`src/rtl/pad_serializer_pkg.sv`:
```
// Shared pad emulation definitions: default read length and SNES
// button bit positions within each pad's pad_btn slice.
package pad_serializer_pkg;

  localparam int SHIFT_LENGTH_DEF = 16;

  typedef enum int {
    BTN_B      = 0,
    BTN_Y      = 1,
    BTN_SELECT = 2,
    BTN_START  = 3,
    BTN_UP     = 4,
    BTN_DOWN   = 5,
    BTN_LEFT   = 6,
    BTN_RIGHT  = 7,
    BTN_A      = 8,
    BTN_X      = 9,
    BTN_L      = 10,
    BTN_R      = 11
  } snes_btn_e;

endpackage

```
`src/rtl/pad_shift_channel.sv`:
```
// One emulated pad: active-low shift register loaded on latch,
// shifted on accepted console clock rises.
module pad_shift_channel
  import pad_serializer_pkg::*;
#(
  parameter int BUTTON_COUNT = 12,
  parameter int SHIFT_LENGTH = SHIFT_LENGTH_DEF,
  parameter bit CONNECTED    = 1'b1
) (
  input  logic                    clk,
  input  logic                    reset,
  input  logic [BUTTON_COUNT-1:0] btn,
  input  logic                    load,
  input  logic                    shift,
  output logic                    out
);

  logic [SHIFT_LENGTH-1:0] sr;
  logic [SHIFT_LENGTH-1:0] load_val;

  // Unused trailing bits read back as released
  always_comb begin
    load_val                   = '1;
    load_val[BUTTON_COUNT-1:0] = ~btn;
  end

  always_ff @(posedge clk) begin
    if (reset) begin
      sr <= CONNECTED ? '1 : '0;
    end else if (!CONNECTED) begin
      sr <= '0;
    end else if (load) begin
      sr <= load_val;
    end else if (shift) begin
      sr <= {1'b1, sr[SHIFT_LENGTH-1:1]};
    end
  end

  assign out = sr[0];

endmodule

```
`src/rtl/pad_serializer.sv`:
```
// Console pad serializer: shared clock-edge detect and bit counter,
// one shift channel per emulated pad.
module pad_serializer
  import pad_serializer_pkg::*;
#(
  parameter int PAD_COUNT    = 2,
  parameter int BUTTON_COUNT = 12,
  parameter int SHIFT_LENGTH = SHIFT_LENGTH_DEF,
  parameter logic [PAD_COUNT-1:0] PAD_CONNECTED = '1,
  localparam int CW = $clog2(SHIFT_LENGTH + 1)
) (
  input  logic                              clk,
  input  logic                              reset,
  input  logic [PAD_COUNT*BUTTON_COUNT-1:0] pad_btn,
  input  logic                              pad_latch,
  input  logic                              pad_clk,
  output logic [PAD_COUNT-1:0]              pad_out,
  output logic [CW-1:0]                     shift_count,
  output logic                              read_done
);

  logic pad_clk_r;
  logic rise;
  logic shift;

  assign rise  = pad_clk & ~pad_clk_r;
  assign shift = rise & ~pad_latch;

  always_ff @(posedge clk) begin
    if (reset) begin
      pad_clk_r   <= 1'b1;
      shift_count <= '0;
      read_done   <= 1'b0;
    end else begin
      pad_clk_r <= pad_clk;
      read_done <= 1'b0;
      if (pad_latch) begin
        shift_count <= '0;
      end else if (shift && shift_count != CW'(SHIFT_LENGTH)) begin
        shift_count <= shift_count + 1'b1;
        read_done   <= (shift_count == CW'(SHIFT_LENGTH - 1));
      end
    end
  end

  for (genvar p = 0; p < PAD_COUNT; p++) begin : g_pad
    pad_shift_channel #(
      .BUTTON_COUNT(BUTTON_COUNT),
      .SHIFT_LENGTH(SHIFT_LENGTH),
      .CONNECTED   (PAD_CONNECTED[p])
    ) u_ch (
      .clk  (clk),
      .reset(reset),
      .btn  (pad_btn[p*BUTTON_COUNT +: BUTTON_COUNT]),
      .load (pad_latch),
      .shift(shift),
      .out  (pad_out[p])
    );
  end

endmodule

```
`config.mk`:
```
export PLATFORM = sky130hd
export DESIGN_NAME = pad_serializer
export DESIGN_NICKNAME = d
export VERILOG_FILES = /design/src/rtl/pad_serializer_pkg.sv /design/src/rtl/pad_shift_channel.sv /design/src/rtl/pad_serializer.sv
export SDC_FILE = /design/constraint.sdc
export NUM_CORES = 1
export LEC_CHECK = 0
export CORE_MARGIN = 1
export CORE_UTILIZATION = 45
export CTS_CLUSTER_DIAMETER = 30
export DETAILED_ROUTE_END_ITERATION = 6
export PLACE_DENSITY = 0.77
export SETUP_SLACK_MARGIN = 0.02
export SLEW_MARGIN = 20
export SYNTH_ARGS = -nofsm -noshare
export SYNTH_HDL_FRONTEND = slang
export SYNTH_HIERARCHICAL = 1
export SYNTH_SLANG_ARGS = --single-unit
```
`constraint.sdc`:
```
create_clock -name clk -period 4.5 [get_ports clk]
set_input_delay 1.35 -clock clk [delete_from_list [all_inputs] [get_ports clk]]
set_output_delay 1.35 -clock clk [all_outputs]
set_load 0.01 [all_outputs]
```
==> results of run 1 <==
## critical path: stages
cell and delay (ns):
sky130_fd_sc_hd__clkdlybuf4s50_1 0.40, sky130_fd_sc_hd__buf_4 0.23, sky130_fd_sc_hd__or3b_4 0.43, sky130_fd_sc_hd__inv_1 0.09
sky130_fd_sc_hd__buf_4 0.24, sky130_fd_sc_hd__mux2i_1 0.23, sky130_fd_sc_hd__a2bb2oi_1 0.08
## cell usage in the layout, fill, tap and decap left out, drive strengths merged, types with 2 or more instances in the layout
cell type      instances
o21ai                  2
clkdlybuf4s50         35
dfxtp                 31
a21o                   2
nand2                 25
ha                     3
inv                    4
mux2i                 22
nor2                   4
or3                    3
buf                    4
a2bb2oi               22
clkbuf                 6
or2                    2
and3                   2
nand3                  2
a21oi                  2
## stage by stage
step | utilization [%] | hold WS, ns
6_report | 64.2 | 0.546
3_5_place_dp | 62.2 | 0.528
2_1_floorplan | - | 0.512
5_1_grt | 64.2 | 0.575
4_1_cts | 64.2 | 0.545
3_3_place_gp | 62.2 | 0.524
## layer usage
layer	part of all wire (%)	up-vias
met3	3.3	2
met2	47	26
met4	0.91	0
met1	48	535
met5	0	-
li1	-	587
## state kept, by name, indices dropped and copies added, names as in the netlist
register	cells
shift_count	5
g_pad.u_ch/sr	24
pad_clk_r	1
read_done	1
## area by class of cell
class | count | area, µm²
fillers | 242 | 1020
multi-input cells | 99 | 721
flip-flops and latches | 31 | 621
repair buffers | 39 | 380
clock buffers | 6 | 51.3
well taps | 31 | 38.8
inverters | 4 | 15.0
clock inverters | 1 | 5.00
## power by group through the flow
stage | logic, mW | clock network, mW | registers (mW)
after floorplan | 0.0417 | 0 | 0.300
after global placement | 0.0741 | 0 | 0.301
after detailed placement | 0.0760 | 0 | 0.302
after CTS | 0.0762 | 0.163 | 0.295
after global routing | 0.0829 | 0.178 | 0.297
final | 0.0756 | 0.157 | 0.295
## logic make-up after synthesis
logic type               after synthesis
multiplexers                          22
AO/OA/AOI/OAI                         31
adder cells (fa/ha/maj)                3
buffers and inverters                 12
AND/OR/NAND/NOR                       43
flip-flops                            31
## worst max-delay path by stage
| stage | end | slack [ns] | cells after the start |
|---|---|---|---|
| floorplan | g_pad[0].u_ch/sr[0] | 1.99 | 5 |
| global placement | g_pad[1].u_ch/sr[9] | 1.34 | 7 |
| detailed placement | g_pad[1].u_ch/sr[5] | 1.29 | 7 |
| CTS | g_pad[1].u_ch/sr[5] | 1.63 | 7 |
| global route | g_pad[1].u_ch/sr[10] | 1.54 | 7 |
| finish | g_pad[1].u_ch/sr[5] | 1.62 | 7 |
==> flow_results.xml, run 1 <==
<?xml version="1.0" encoding="UTF-8"?>
<metrics>
  <group name="drt">
    <metric name="drt-initial-drc-count" unit="">51</metric>
    <metric name="detail_route.drc_violations" unit="">2</metric>
    <metric name="aggregate_routed_wire_length" unit="mm">2.65</metric>
    <metric name="drt.antenna.violating_nets" unit="">0</metric>
    <metric name="drt_pass1_iterations" unit="">6</metric>
    <metric name="dr_total_vias" unit="">1150</metric>
    <metric name="route.detailed.vias_per_inst" unit="">5.45</metric>
    <metric name="avgRoutedWirePerCell" unit="µm">12.6</metric>
  </group>
  <group name="yosys">
    <metric name="avgSynthCellArea" unit="µm²">9.92</metric>
    <metric name="synth_largest_area_cell" unit="">sky130_fd_sc_hd__dfxtp_1</metric>
    <metric name="synth-simple-area-share" unit="%">14.8</metric>
    <metric name="synth_sequential_area_ratio" unit="%">44.0</metric>
    <metric name="synth.area.mux_share" unit="%">15.6</metric>
    <metric name="synthesis.area" unit="µm²">1410</metric>
    <metric name="synth_cells" unit="">142</metric>
    <metric name="synthMostInstantiatedCell" unit="">sky130_fd_sc_hd__dfxtp_1</metric>
    <metric name="synth_edf_count" unit="">0</metric>
    <metric name="synth.top_cells.by_count" unit="">sky130_fd_sc_hd__dfxtp_1 (31), sky130_fd_sc_hd__nand2_1 (25), sky130_fd_sc_hd__a2bb2oi_1 (22), sky130_fd_sc_hd__mux2i_1 (22), sky130_fd_sc_hd__buf_2 (6)</metric>
    <metric name="largest_family_of_logic_cells_by_synthesized_area" unit="">compound AO/OA/AOI/OAI gates</metric>
    <metric name="yosys_reg_bits" unit="">31</metric>
    <metric name="fraction_of_synthesized_cell_area_in_xor_and_xnor_cells" unit="%">0</metric>
    <metric name="syn_nets" unit="">173</metric>
    <metric name="most_frequently_used_flop_master_after_synthesis" unit="">sky130_fd_sc_hd__dfxtp_1</metric>
    <metric name="yosys.cell_types.count" unit="">24</metric>
    <metric name="synthesized_area_fraction_occupied_by_ao_oa_aoi_and_oai_cells" unit="%">18.0</metric>
    <metric name="synth-async-reset-ratio" unit="%">0</metric>
    <metric name="yosysWarningCount" unit="">6</metric>
    <metric name="ys_top_cells_by_area" unit="">sky130_fd_sc_hd__dfxtp_1 (44%), sky130_fd_sc_hd__mux2i_1 (16%), sky130_fd_sc_hd__a2bb2oi_1 (14%), sky130_fd_sc_hd__nand2_1 (6.7%), sky130_fd_sc_hd__ha_1 (2.7%)</metric>
    <metric name="netlist.area_leader.share" unit="%">44.0</metric>
    <metric name="synthAdderAreaFrac" unit="%">2.66</metric>
  </group>
  <group name="pwr">
    <metric name="combPwrFrac" unit="%">14.3</metric>
    <metric name="cellLeakagePower" unit="nW">0.709</metric>
    <metric name="totalPowerFinal" unit="mW">0.527</metric>
    <metric name="power_per_cell_area" unit="nW/µm²">288</metric>
    <metric name="power_switching" unit="mW">0.120</metric>
    <metric name="cell_internal_pwr" unit="mW">0.407</metric>
    <metric name="netSwitchingFraction" unit="%">22.7</metric>
    <metric name="power.share.clock" unit="%">29.7</metric>
    <metric name="power.ir.vdd_worst" unit="V">0.000170</metric>
    <metric name="seq_power_share" unit="%">55.9</metric>
  </group>
  <group name="sta">
    <metric name="timing.setup.tns" unit="ns">0</metric>
    <metric name="grt_setup_unrepaired" unit="">false</metric>
    <metric name="finClkSkew" unit="ns">0.00513</metric>
    <metric name="report.final.setup_viol" unit="">0</metric>
    <metric name="max_freq" unit="MHz">347</metric>
    <metric name="report.final.hold_viol_count" unit="">0</metric>
    <metric name="worst_slew_pin_slew" unit="ns">0.731</metric>
    <metric name="final_max_slew_viol_count" unit="">0</metric>
    <metric name="final_min_period_over_clock_period" unit="%">64.1</metric>
    <metric name="post-route-min-period" unit="ns">2.88</metric>
    <metric name="final.setup.worst_slack" unit="ns">1.62</metric>
    <metric name="slew_headroom" unit="%">51.1</metric>
  </group>
  <group name="placement">
    <metric name="post-place-cells" unit="">204</metric>
    <metric name="final_wtd_congestion" unit="">0.870</metric>
    <metric name="post_place_setup_slack" unit="ns">1.29</metric>
    <metric name="dpl_cell_area" unit="µm²">1780</metric>
    <metric name="hpwl" unit="mm">1.93</metric>
    <metric name="port_buffers" unit="">35</metric>
  </group>
  <group name="worst_setup_path">
    <metric name="critical_path.reg2reg.endpoint" unit="">g_pad[1].u_ch/sr[5]</metric>
    <metric name="critPathCaptureType" unit="">flip-flop</metric>
    <metric name="crit_arrival" unit="ns">3.05</metric>
    <metric name="path_max_fanout" unit="">31</metric>
    <metric name="setup.reg_to_reg.worst_slack" unit="ns">3.00</metric>
    <metric name="worst_setup_path_startpoint" unit="">pad_latch</metric>
    <metric name="reg2reg_depth" unit="">5</metric>
    <metric name="regToRegStartpoint" unit="">pad_clk_r</metric>
    <metric name="crit_path_start_kind" unit="">input pin</metric>
    <metric name="worstSetupPathType" unit="">input pin to flip-flop</metric>
    <metric name="critPathRequiredTime" unit="ns">4.67</metric>
  </group>
  <group name="finish">
    <metric name="post_layout_nonfiller_instances" unit="">211</metric>
    <metric name="nets" unit="">211</metric>
    <metric name="finish.instance_area" unit="µm²">1830</metric>
    <metric name="areaGrowthSynthToFinish" unit="%">30.0</metric>
    <metric name="num_antenna_cells" unit="">0</metric>
    <metric name="drive_above_1_share" unit="%">7.78</metric>
  </group>
  <group name="global_routing">
    <metric name="global_route_met3_usage" unit="%">4.02</metric>
    <metric name="busiest_layer" unit="">met2</metric>
    <metric name="first_global_vias" unit="">1101</metric>
    <metric name="global_route.usage.met1" unit="%">21.7</metric>
    <metric name="grtUsageTotal" unit="%">17.9</metric>
    <metric name="use_met2" unit="%">29.9</metric>
    <metric name="wire_length_of_the_first_global_routing_pass" unit="mm">4.64</metric>
    <metric name="antenna_found_initial" unit="">0</metric>
    <metric name="gr-total-overflow" unit="">0</metric>
    <metric name="grt_start_max_net_pins" unit="">32</metric>
  </group>
  <group name="die">
    <metric name="die_footprint" unit="µm²">3360</metric>
    <metric name="floorplan.initialDensity" unit="%">49.4</metric>
    <metric name="ios" unit="">36</metric>
    <metric name="placement_rows" unit="">19</metric>
    <metric name="die_h" unit="µm">58.0</metric>
    <metric name="die-width" unit="µm">58.0</metric>
    <metric name="coreArea" unit="µm²">2850</metric>
  </group>
  <group name="clock_tree">
    <metric name="cts_sinks" unit="">31</metric>
    <metric name="cts_tree" unit="">built</metric>
    <metric name="clk_latency" unit="ns">0.31</metric>
    <metric name="h_tree_levels" unit="">2</metric>
    <metric name="cts_hold_repair.buffers" unit="">0</metric>
    <metric name="clockBufferDepth" unit="">2</metric>
    <metric name="cts_root_buffer" unit="">sky130_fd_sc_hd__clkbuf_4</metric>
    <metric name="number_of_cts_inserted_buffers" unit="">5</metric>
    <metric name="postCtsSetupRepairBufs" unit="">0</metric>
    <metric name="clkTransAtPathRegs" unit="ns">0.09</metric>
    <metric name="post_cts.resized_instances" unit="">0</metric>
  </group>
  <group name="worst_hold_path">
    <metric name="worst_hold_path.endpoint" unit="">g_pad[0].u_ch/sr[10]</metric>
    <metric name="min_delay_path_depth" unit="">2</metric>
    <metric name="holdCritStartpoint" unit="">g_pad[0].u_ch/sr[11]</metric>
    <metric name="hold_path_class" unit="">flip-flop to flip-flop</metric>
  </group>
  <group name="job">
    <metric name="drv_cap" unit="">0</metric>
  </group>
  <group name="outcome">
    <metric name="run_status" unit="">complete, but fails checks</metric>
    <metric name="failed_checks" unit="">design-rule violations</metric>
  </group>
</metrics>
Power figures use the tool's default switching activity.
==> inputs of run 2 (changes only) <==
--- a/config.mk
+++ b/config.mk
@@ -6,7 +6,7 @@
 export NUM_CORES = 1
 export LEC_CHECK = 0
 export CORE_MARGIN = 1
-export CORE_UTILIZATION = 45
+export CORE_UTILIZATION = 43
 export CTS_CLUSTER_DIAMETER = 30
 export DETAILED_ROUTE_END_ITERATION = 6
 export PLACE_DENSITY = 0.77
==> constraint.sdc (replaced) <==
create_clock -name clk -period 2.3 [get_ports clk]
set_input_delay 0.69 -clock clk [delete_from_list [all_inputs] [get_ports clk]]
set_output_delay 0.69 -clock clk [all_outputs]
set_load 0.01 [all_outputs]
==> flow_results.xml, run 2 (same netlist as run 1, synthesis figures left out) <==
<?xml version="1.0" encoding="UTF-8"?>
<metrics>
  <group name="finish">
    <metric name="finish.instance_area" unit="µm²">1890</metric>
    <metric name="areaGrowthSynthToFinish" unit="%">34.0</metric>
    <metric name="num_antenna_cells" unit="">0</metric>
    <metric name="post_layout_nonfiller_instances" unit="">226</metric>
    <metric name="number_of_flip_flops_under_the_largest_register_name" unit="">24</metric>
    <metric name="nets" unit="">213</metric>
    <metric name="finish.utilization" unit="%">61.3</metric>
    <metric name="largest_register" unit="">g_pad.u_ch/sr</metric>
    <metric name="drive_above_1_share" unit="%">8.79</metric>
    <metric name="mostFrequentLayoutCells" unit="">sky130_fd_sc_hd__clkdlybuf4s50_1 (35), sky130_fd_sc_hd__dfxtp_1 (31), sky130_fd_sc_hd__nand2_1 (25)</metric>
    <metric name="reg_top3" unit="">g_pad.u_ch/sr x24, shift_count x5</metric>
    <metric name="layout_commonest_cell" unit="">sky130_fd_sc_hd__clkdlybuf4s50_1</metric>
  </group>
  <group name="sta">
    <metric name="worst_slew_pin_slew" unit="ns">0.702</metric>
    <metric name="max_freq" unit="MHz">496</metric>
    <metric name="timing.setup.tns" unit="ns">0</metric>
    <metric name="grt_setup_unrepaired" unit="">false</metric>
    <metric name="min_hold_slack" unit="ns">0.544</metric>
    <metric name="report.final.setup_viol" unit="">0</metric>
    <metric name="finClkSkew" unit="ns">0.00912</metric>
    <metric name="report.final.hold_viol_count" unit="">0</metric>
    <metric name="slew_headroom" unit="%">53.0</metric>
    <metric name="final_min_period_over_clock_period" unit="%">87.6</metric>
    <metric name="final_max_slew_viol_count" unit="">0</metric>
    <metric name="final.setup.worst_slack" unit="ns">0.285</metric>
    <metric name="post-route-min-period" unit="ns">2.02</metric>
  </group>
  <group name="clock_tree">
    <metric name="h_tree_levels" unit="">2</metric>
    <metric name="cts_root_buffer" unit="">sky130_fd_sc_hd__clkbuf_4</metric>
    <metric name="clkTransAtPathRegs" unit="ns">0.09</metric>
    <metric name="cts_tree" unit="">built</metric>
    <metric name="postCtsSetupRepairBufs" unit="">0</metric>
    <metric name="number_of_cts_inserted_buffers" unit="">5</metric>
    <metric name="cts_sinks" unit="">31</metric>
    <metric name="post_cts.resized_instances" unit="">0</metric>
    <metric name="clk_latency" unit="ns">0.32</metric>
    <metric name="cts_hold_repair.buffers" unit="">0</metric>
    <metric name="clockBufferDepth" unit="">2</metric>
  </group>
  <group name="global_routing">
    <metric name="grtUsageTotal" unit="%">17.6</metric>
    <metric name="global_route.usage.met1" unit="%">20.4</metric>
    <metric name="busiest_layer" unit="">met2</metric>
    <metric name="use_met2" unit="%">30.2</metric>
    <metric name="global_route_met3_usage" unit="%">5.24</metric>
    <metric name="wire_length_of_the_first_global_routing_pass" unit="mm">4.62</metric>
    <metric name="antenna_found_initial" unit="">0</metric>
    <metric name="first_global_vias" unit="">1080</metric>
    <metric name="grt_start_max_net_pins" unit="">31</metric>
    <metric name="gr-total-overflow" unit="">0</metric>
  </group>
  <group name="drt">
    <metric name="detail_route.drc_violations" unit="">0</metric>
    <metric name="drt.antenna.violating_nets" unit="">0</metric>
    <metric name="route.detailed.vias_per_inst" unit="">5.18</metric>
    <metric name="dr_total_vias" unit="">1170</metric>
    <metric name="aggregate_routed_wire_length" unit="mm">2.77</metric>
    <metric name="drt-initial-drc-count" unit="">41</metric>
    <metric name="avgRoutedWirePerCell" unit="µm">12.3</metric>
    <metric name="drt_pass1_iterations" unit="">4</metric>
  </group>
  <group name="placement">
    <metric name="post-place-cells" unit="">219</metric>
    <metric name="port_buffers" unit="">35</metric>
    <metric name="hpwl" unit="mm">2.02</metric>
    <metric name="post_place_setup_slack" unit="ns">-0.0302</metric>
    <metric name="final_wtd_congestion" unit="">0.855</metric>
    <metric name="dpl_cell_area" unit="µm²">1830</metric>
  </group>
  <group name="worst_setup_path">
    <metric name="critPathTopFamily" unit="">buffers and inverters</metric>
    <metric name="crit_arrival" unit="ns">1.33</metric>
    <metric name="crit_path_start_kind" unit="">flip-flop</metric>
    <metric name="setup.reg_to_reg.worst_slack" unit="ns">0.83</metric>
    <metric name="regToRegStartpoint" unit="">pad_clk_r</metric>
    <metric name="cpPeakStageDelay" unit="ns">0.58</metric>
    <metric name="critPathCaptureType" unit="">output pin</metric>
    <metric name="critPathRequiredTime" unit="ns">1.61</metric>
    <metric name="reg2reg_depth" unit="">5</metric>
    <metric name="crit_buf_inv" unit="">1</metric>
    <metric name="path_cells" unit="">clkdlybuf4s50_1</metric>
    <metric name="critical_path.reg2reg.endpoint" unit="">g_pad[1].u_ch/sr[4]</metric>
    <metric name="cp_slowest_cell" unit="">sky130_fd_sc_hd__clkdlybuf4s50_1</metric>
    <metric name="path_max_fanout" unit="">7</metric>
    <metric name="worstSetupPathType" unit="">flip-flop to output pin</metric>
  </group>
  <group name="die">
    <metric name="placement_rows" unit="">20</metric>
    <metric name="floorplan.initialDensity" unit="%">45.8</metric>
    <metric name="die-width" unit="µm">59.2</metric>
    <metric name="coreArea" unit="µm²">3080</metric>
    <metric name="die_footprint" unit="µm²">3510</metric>
    <metric name="die_h" unit="µm">59.2</metric>
    <metric name="ios" unit="">36</metric>
  </group>
  <group name="worst_hold_path">
    <metric name="min_delay_path_depth" unit="">2</metric>
    <metric name="hold_path_class" unit="">flip-flop to flip-flop</metric>
    <metric name="holdCritStartpoint" unit="">shift_count[4]</metric>
    <metric name="worst_hold_path.endpoint" unit="">shift_count[4]</metric>
  </group>
  <group name="pwr">
    <metric name="power_per_cell_area" unit="nW/µm²">554</metric>
    <metric name="power.ir.vdd_worst" unit="V">0.000431</metric>
    <metric name="totalPowerFinal" unit="mW">1.05</metric>
    <metric name="cellLeakagePower" unit="nW">0.724</metric>
  </group>
  <group name="outcome">
    <metric name="run_status" unit="">complete, no violations</metric>
  </group>
  <group name="job">
    <metric name="drv_cap" unit="">0</metric>
  </group>
</metrics>
==> run 2: changes by cell type in the layout (fill, tap and decap cells not counted), sizes merged <==
cell | before | now
buf | 4 | 6
==> run 2: layout make-up <==
| type | count | area [µm²] |
|---|---|---|
| Fill cell | 284 | 1190 |
| Multi-Input combinational cell | 99 | 721 |
| Sequential cell | 31 | 621 |
| Timing Repair Buffer | 41 | 420 |
| Tap cell | 44 | 55.1 |
| Clock buffer | 6 | 51.3 |
| Inverter | 4 | 15.0 |
| Clock inverter | 1 | 5.00 |
==> run 2: metal layers <==
metal | part of all wire, % | vias to the layer above
li1 | - | 599
met1 | 46 | 545
met2 | 50 | 24
met3 | 3.8 | 2
met4 | 0.61 | 0
met5 | 0 | -
==> run 2: report_power, final <==
part / total (mW) / internal [mW] / switching, mW
sequential: 0.577 / 0.564 / 0.0138
combinational: 0.153 / 0.0957 / 0.0568
clock: 0.316 / 0.141 / 0.175
total: 1.05 / 0.801 / 0.245
==> run 2: worst max path at each step <==
stage | from | endpoint | cells after the start
4_1_cts | shift_count[2] | shift_count[2] | 1
5_1_grt | shift_count[2] | shift_count[2] | 1
2_1_floorplan | pad_latch | g_pad[0].u_ch/sr[0] | 5
3_3_place_gp | pad_clk | g_pad[1].u_ch/sr[4] | 6
6_report | shift_count[2] | shift_count[2] | 1
3_5_place_dp | pad_clk | g_pad[0].u_ch/sr[2] | 6
==> inputs of run 3 (changes only) <==
--- a/config.mk
+++ b/config.mk
@@ -9,6 +9,7 @@
 export CORE_UTILIZATION = 43
 export CTS_CLUSTER_DIAMETER = 30
 export DETAILED_ROUTE_END_ITERATION = 6
+export GPL_TIMING_DRIVEN = 0
 export PLACE_DENSITY = 0.77
 export SETUP_SLACK_MARGIN = 0.02
 export SLEW_MARGIN = 20
==> flow_results.xml, run 3 (same netlist as run 1, synthesis figures left out) <==
<?xml version="1.0" encoding="UTF-8"?>
<metrics>
  <group name="outcome">
    <metric name="run_status" unit="">complete, no violations</metric>
  </group>
  <group name="drt">
    <metric name="route.detailed.vias_per_inst" unit="">5.26</metric>
    <metric name="drt.antenna.violating_nets" unit="">0</metric>
    <metric name="avgRoutedWirePerCell" unit="µm">13.3</metric>
    <metric name="dr_total_vias" unit="">1199</metric>
    <metric name="detail_route.drc_violations" unit="">0</metric>
    <metric name="drt_pass1_iterations" unit="">4</metric>
    <metric name="drt-initial-drc-count" unit="">62</metric>
    <metric name="aggregate_routed_wire_length" unit="mm">3.03</metric>
  </group>
  <group name="sta">
    <metric name="grt_setup_unrepaired" unit="">false</metric>
    <metric name="worst_slew_pin_slew" unit="ns">0.454</metric>
    <metric name="finClkSkew" unit="ns">0.00899</metric>
    <metric name="post-route-min-period" unit="ns">2.17</metric>
    <metric name="max_freq" unit="MHz">461</metric>
    <metric name="slew_headroom" unit="%">69.7</metric>
    <metric name="final.setup.worst_slack" unit="ns">0.130</metric>
    <metric name="timing.setup.tns" unit="ns">0</metric>
    <metric name="final_min_period_over_clock_period" unit="%">94.3</metric>
    <metric name="final_max_slew_viol_count" unit="">0</metric>
    <metric name="report.final.setup_viol" unit="">0</metric>
    <metric name="report.final.hold_viol_count" unit="">0</metric>
  </group>
  <group name="worst_setup_path">
    <metric name="critical_path.reg2reg.endpoint" unit="">g_pad[0].u_ch/sr[1]</metric>
    <metric name="reg2reg_depth" unit="">5</metric>
    <metric name="setup.reg_to_reg.worst_slack" unit="ns">0.64</metric>
    <metric name="crit_arrival" unit="ns">2.39</metric>
    <metric name="critPathCaptureType" unit="">flip-flop</metric>
    <metric name="worst_setup_path_startpoint" unit="">pad_clk</metric>
    <metric name="crit_path_start_kind" unit="">input pin</metric>
    <metric name="critPathRequiredTime" unit="ns">2.52</metric>
    <metric name="path_max_fanout" unit="">10</metric>
    <metric name="worstSetupPathType" unit="">input pin to flip-flop</metric>
    <metric name="regToRegStartpoint" unit="">pad_clk_r</metric>
  </group>
  <group name="finish">
    <metric name="regArea" unit="µm²">621</metric>
    <metric name="final.fill_count" unit="">289</metric>
    <metric name="area_occupied_by_multi_input_gates" unit="µm²">721</metric>
    <metric name="largest_register" unit="">g_pad.u_ch/sr</metric>
    <metric name="drive_above_1_share" unit="%">9.78</metric>
    <metric name="finish.instance_area" unit="µm²">1870</metric>
    <metric name="areaGrowthSynthToFinish" unit="%">32.7</metric>
    <metric name="mostFrequentLayoutCells" unit="">sky130_fd_sc_hd__clkdlybuf4s50_1 (34), sky130_fd_sc_hd__dfxtp_1 (31), sky130_fd_sc_hd__nand2_1 (25)</metric>
    <metric name="nets" unit="">215</metric>
    <metric name="num_antenna_cells" unit="">0</metric>
    <metric name="layout_commonest_cell" unit="">sky130_fd_sc_hd__clkdlybuf4s50_1</metric>
    <metric name="number_of_flip_flops_under_the_largest_register_name" unit="">24</metric>
    <metric name="reg_top3" unit="">g_pad.u_ch/sr x24, shift_count x5</metric>
  </group>
  <group name="global_routing">
    <metric name="wire_length_of_the_first_global_routing_pass" unit="mm">5.17</metric>
    <metric name="grtUsageTotal" unit="%">20.3</metric>
    <metric name="antenna_found_initial" unit="">0</metric>
    <metric name="gr-total-overflow" unit="">0</metric>
    <metric name="first_global_vias" unit="">1167</metric>
    <metric name="grt_start_max_net_pins" unit="">14</metric>
  </group>
  <group name="placement">
    <metric name="hpwl" unit="mm">2.19</metric>
    <metric name="dpl_cell_area" unit="µm²">1810</metric>
    <metric name="port_buffers" unit="">35</metric>
    <metric name="post_place_setup_slack" unit="ns">-0.525</metric>
    <metric name="final_wtd_congestion" unit="">0.902</metric>
  </group>
  <group name="die">
    <metric name="placement_rows" unit="">20</metric>
    <metric name="die_h" unit="µm">59.2</metric>
    <metric name="die-width" unit="µm">59.2</metric>
    <metric name="die_footprint" unit="µm²">3510</metric>
    <metric name="coreArea" unit="µm²">3080</metric>
    <metric name="ios" unit="">36</metric>
    <metric name="floorplan.initialDensity" unit="%">45.8</metric>
  </group>
  <group name="pwr">
    <metric name="power_switching" unit="mW">0.247</metric>
    <metric name="cellLeakagePower" unit="nW">0.728</metric>
    <metric name="combPwrFrac" unit="%">14.6</metric>
    <metric name="power.ir.vdd_worst" unit="V">0.000348</metric>
    <metric name="cell_internal_pwr" unit="mW">0.798</metric>
    <metric name="netSwitchingFraction" unit="%">23.6</metric>
    <metric name="seq_power_share" unit="%">55.2</metric>
    <metric name="power_per_cell_area" unit="nW/µm²">559</metric>
    <metric name="power.share.clock" unit="%">30.2</metric>
  </group>
  <group name="clock_tree">
    <metric name="clockBufferDepth" unit="">2</metric>
    <metric name="cts_root_buffer" unit="">sky130_fd_sc_hd__clkbuf_4</metric>
    <metric name="h_tree_levels" unit="">2</metric>
    <metric name="cts_sinks" unit="">31</metric>
    <metric name="cts_tree" unit="">built</metric>
    <metric name="clkTransAtPathRegs" unit="ns">0.09</metric>
    <metric name="number_of_cts_inserted_buffers" unit="">5</metric>
    <metric name="clk_latency" unit="ns">0.33</metric>
  </group>
  <group name="job">
    <metric name="drv_cap" unit="">0</metric>
  </group>
  <group name="worst_hold_path">
    <metric name="worst_hold_path.endpoint" unit="">g_pad[0].u_ch/sr[10]</metric>
    <metric name="min_delay_path_depth" unit="">2</metric>
    <metric name="holdCritStartpoint" unit="">g_pad[0].u_ch/sr[11]</metric>
    <metric name="hold_path_class" unit="">flip-flop to flip-flop</metric>
  </group>
</metrics>
run 3: changes by cell type in the layout (fill, tap and decap cells not counted):
cell	delta
sky130_fd_sc_hd__buf_6	+2
sky130_fd_sc_hd__buf_2	+6
sky130_fd_sc_hd__buf_12	-2
sky130_fd_sc_hd__dlygate4sd2_1	+1
sky130_fd_sc_hd__clkdlybuf4s50_1	-1
sky130_fd_sc_hd__buf_4	-4
run 3: area by class of cell:
type | count | area share (%)
buffer | 8 | 2.81
multi-input combinational | 99 | 38.6
clock inverter | 1 | 0.268
inverter | 4 | 0.803
timing repair buffer | 35 | 18.7
tap | 44 | 2.95
sequential | 31 | 33.2
clock buffer | 6 | 2.74
run 3: how the worst max path moves through the flow:
stage / end / slack, ns / cells after the start
6_report: g_pad[0].u_ch/sr[1] / 0.13 / 6
5_1_grt: g_pad[0].u_ch/sr[1] / 0.06 / 6
2_1_floorplan: g_pad[0].u_ch/sr[0] / 0.45 / 5
3_5_place_dp: g_pad[0].u_ch/sr[1] / -0.52 / 6
3_3_place_gp: g_pad[1].u_ch/sr[7] / -0.43 / 6
4_1_cts: g_pad[0].u_ch/sr[1] / 0.13 / 6
run 3: stage by stage:
| step | hold slack, ns | std cells | util, % | total power, mW |
|---|---|---|---|---|
| after floorplan | 0.512 | 142 | - | 0.669 |
| after global placement | 0.514 | 221 | 58.9 | 0.736 |
| after detailed placement | 0.527 | 221 | 58.9 | 0.743 |
| after CTS | 0.542 | 228 | 60.7 | 1.05 |
| after global routing | 0.577 | 228 | 60.7 | 1.10 |
| final | 0.542 | 228 | 60.7 | 1.05 |
run 3: critical path, stage by stage:
cell and delay, ns:
sky130_fd_sc_hd__clkdlybuf4s50_1 0.46, sky130_fd_sc_hd__or3b_4 0.41, sky130_fd_sc_hd__inv_1 0.29, sky130_fd_sc_hd__buf_6 0.23, sky130_fd_sc_hd__mux2i_1 0.22, sky130_fd_sc_hd__a2bb2oi_1 0.09
run 3: per-layer routing:
metal | up-vias | routed length, µm | share of wire [%] | GRT usage, %
met2 | 34 | 1440 | 47 | 33.4
met4 | 0 | 82 | 2.7 | 10.9
met3 | 9 | 140 | 4.6 | 8.52
met1 | 556 | 1370 | 45 | 22.2
met5 | - | 0 | 0 | 0
li1 | 600 | - | - | -
run 3: what timing repair did:
item	CTS	global route
endpoints found under the setup margin	21	0
hold endpoints to repair	0	0
resized for setup	1	0
buffers inserted	0	0
hold buffers	0	0
run 3: power by group through the flow:
| stage | registers, mW | logic, mW | clock network (mW) |
|---|---|---|---|
| after global routing | 0.582 | 0.166 | 0.355 |
| final | 0.577 | 0.153 | 0.315 |
| after CTS | 0.577 | 0.153 | 0.324 |
| after global placement | 0.588 | 0.148 | 0 |
| after detailed placement | 0.590 | 0.153 | 0 |
| after floorplan | 0.587 | 0.0816 | 0 |
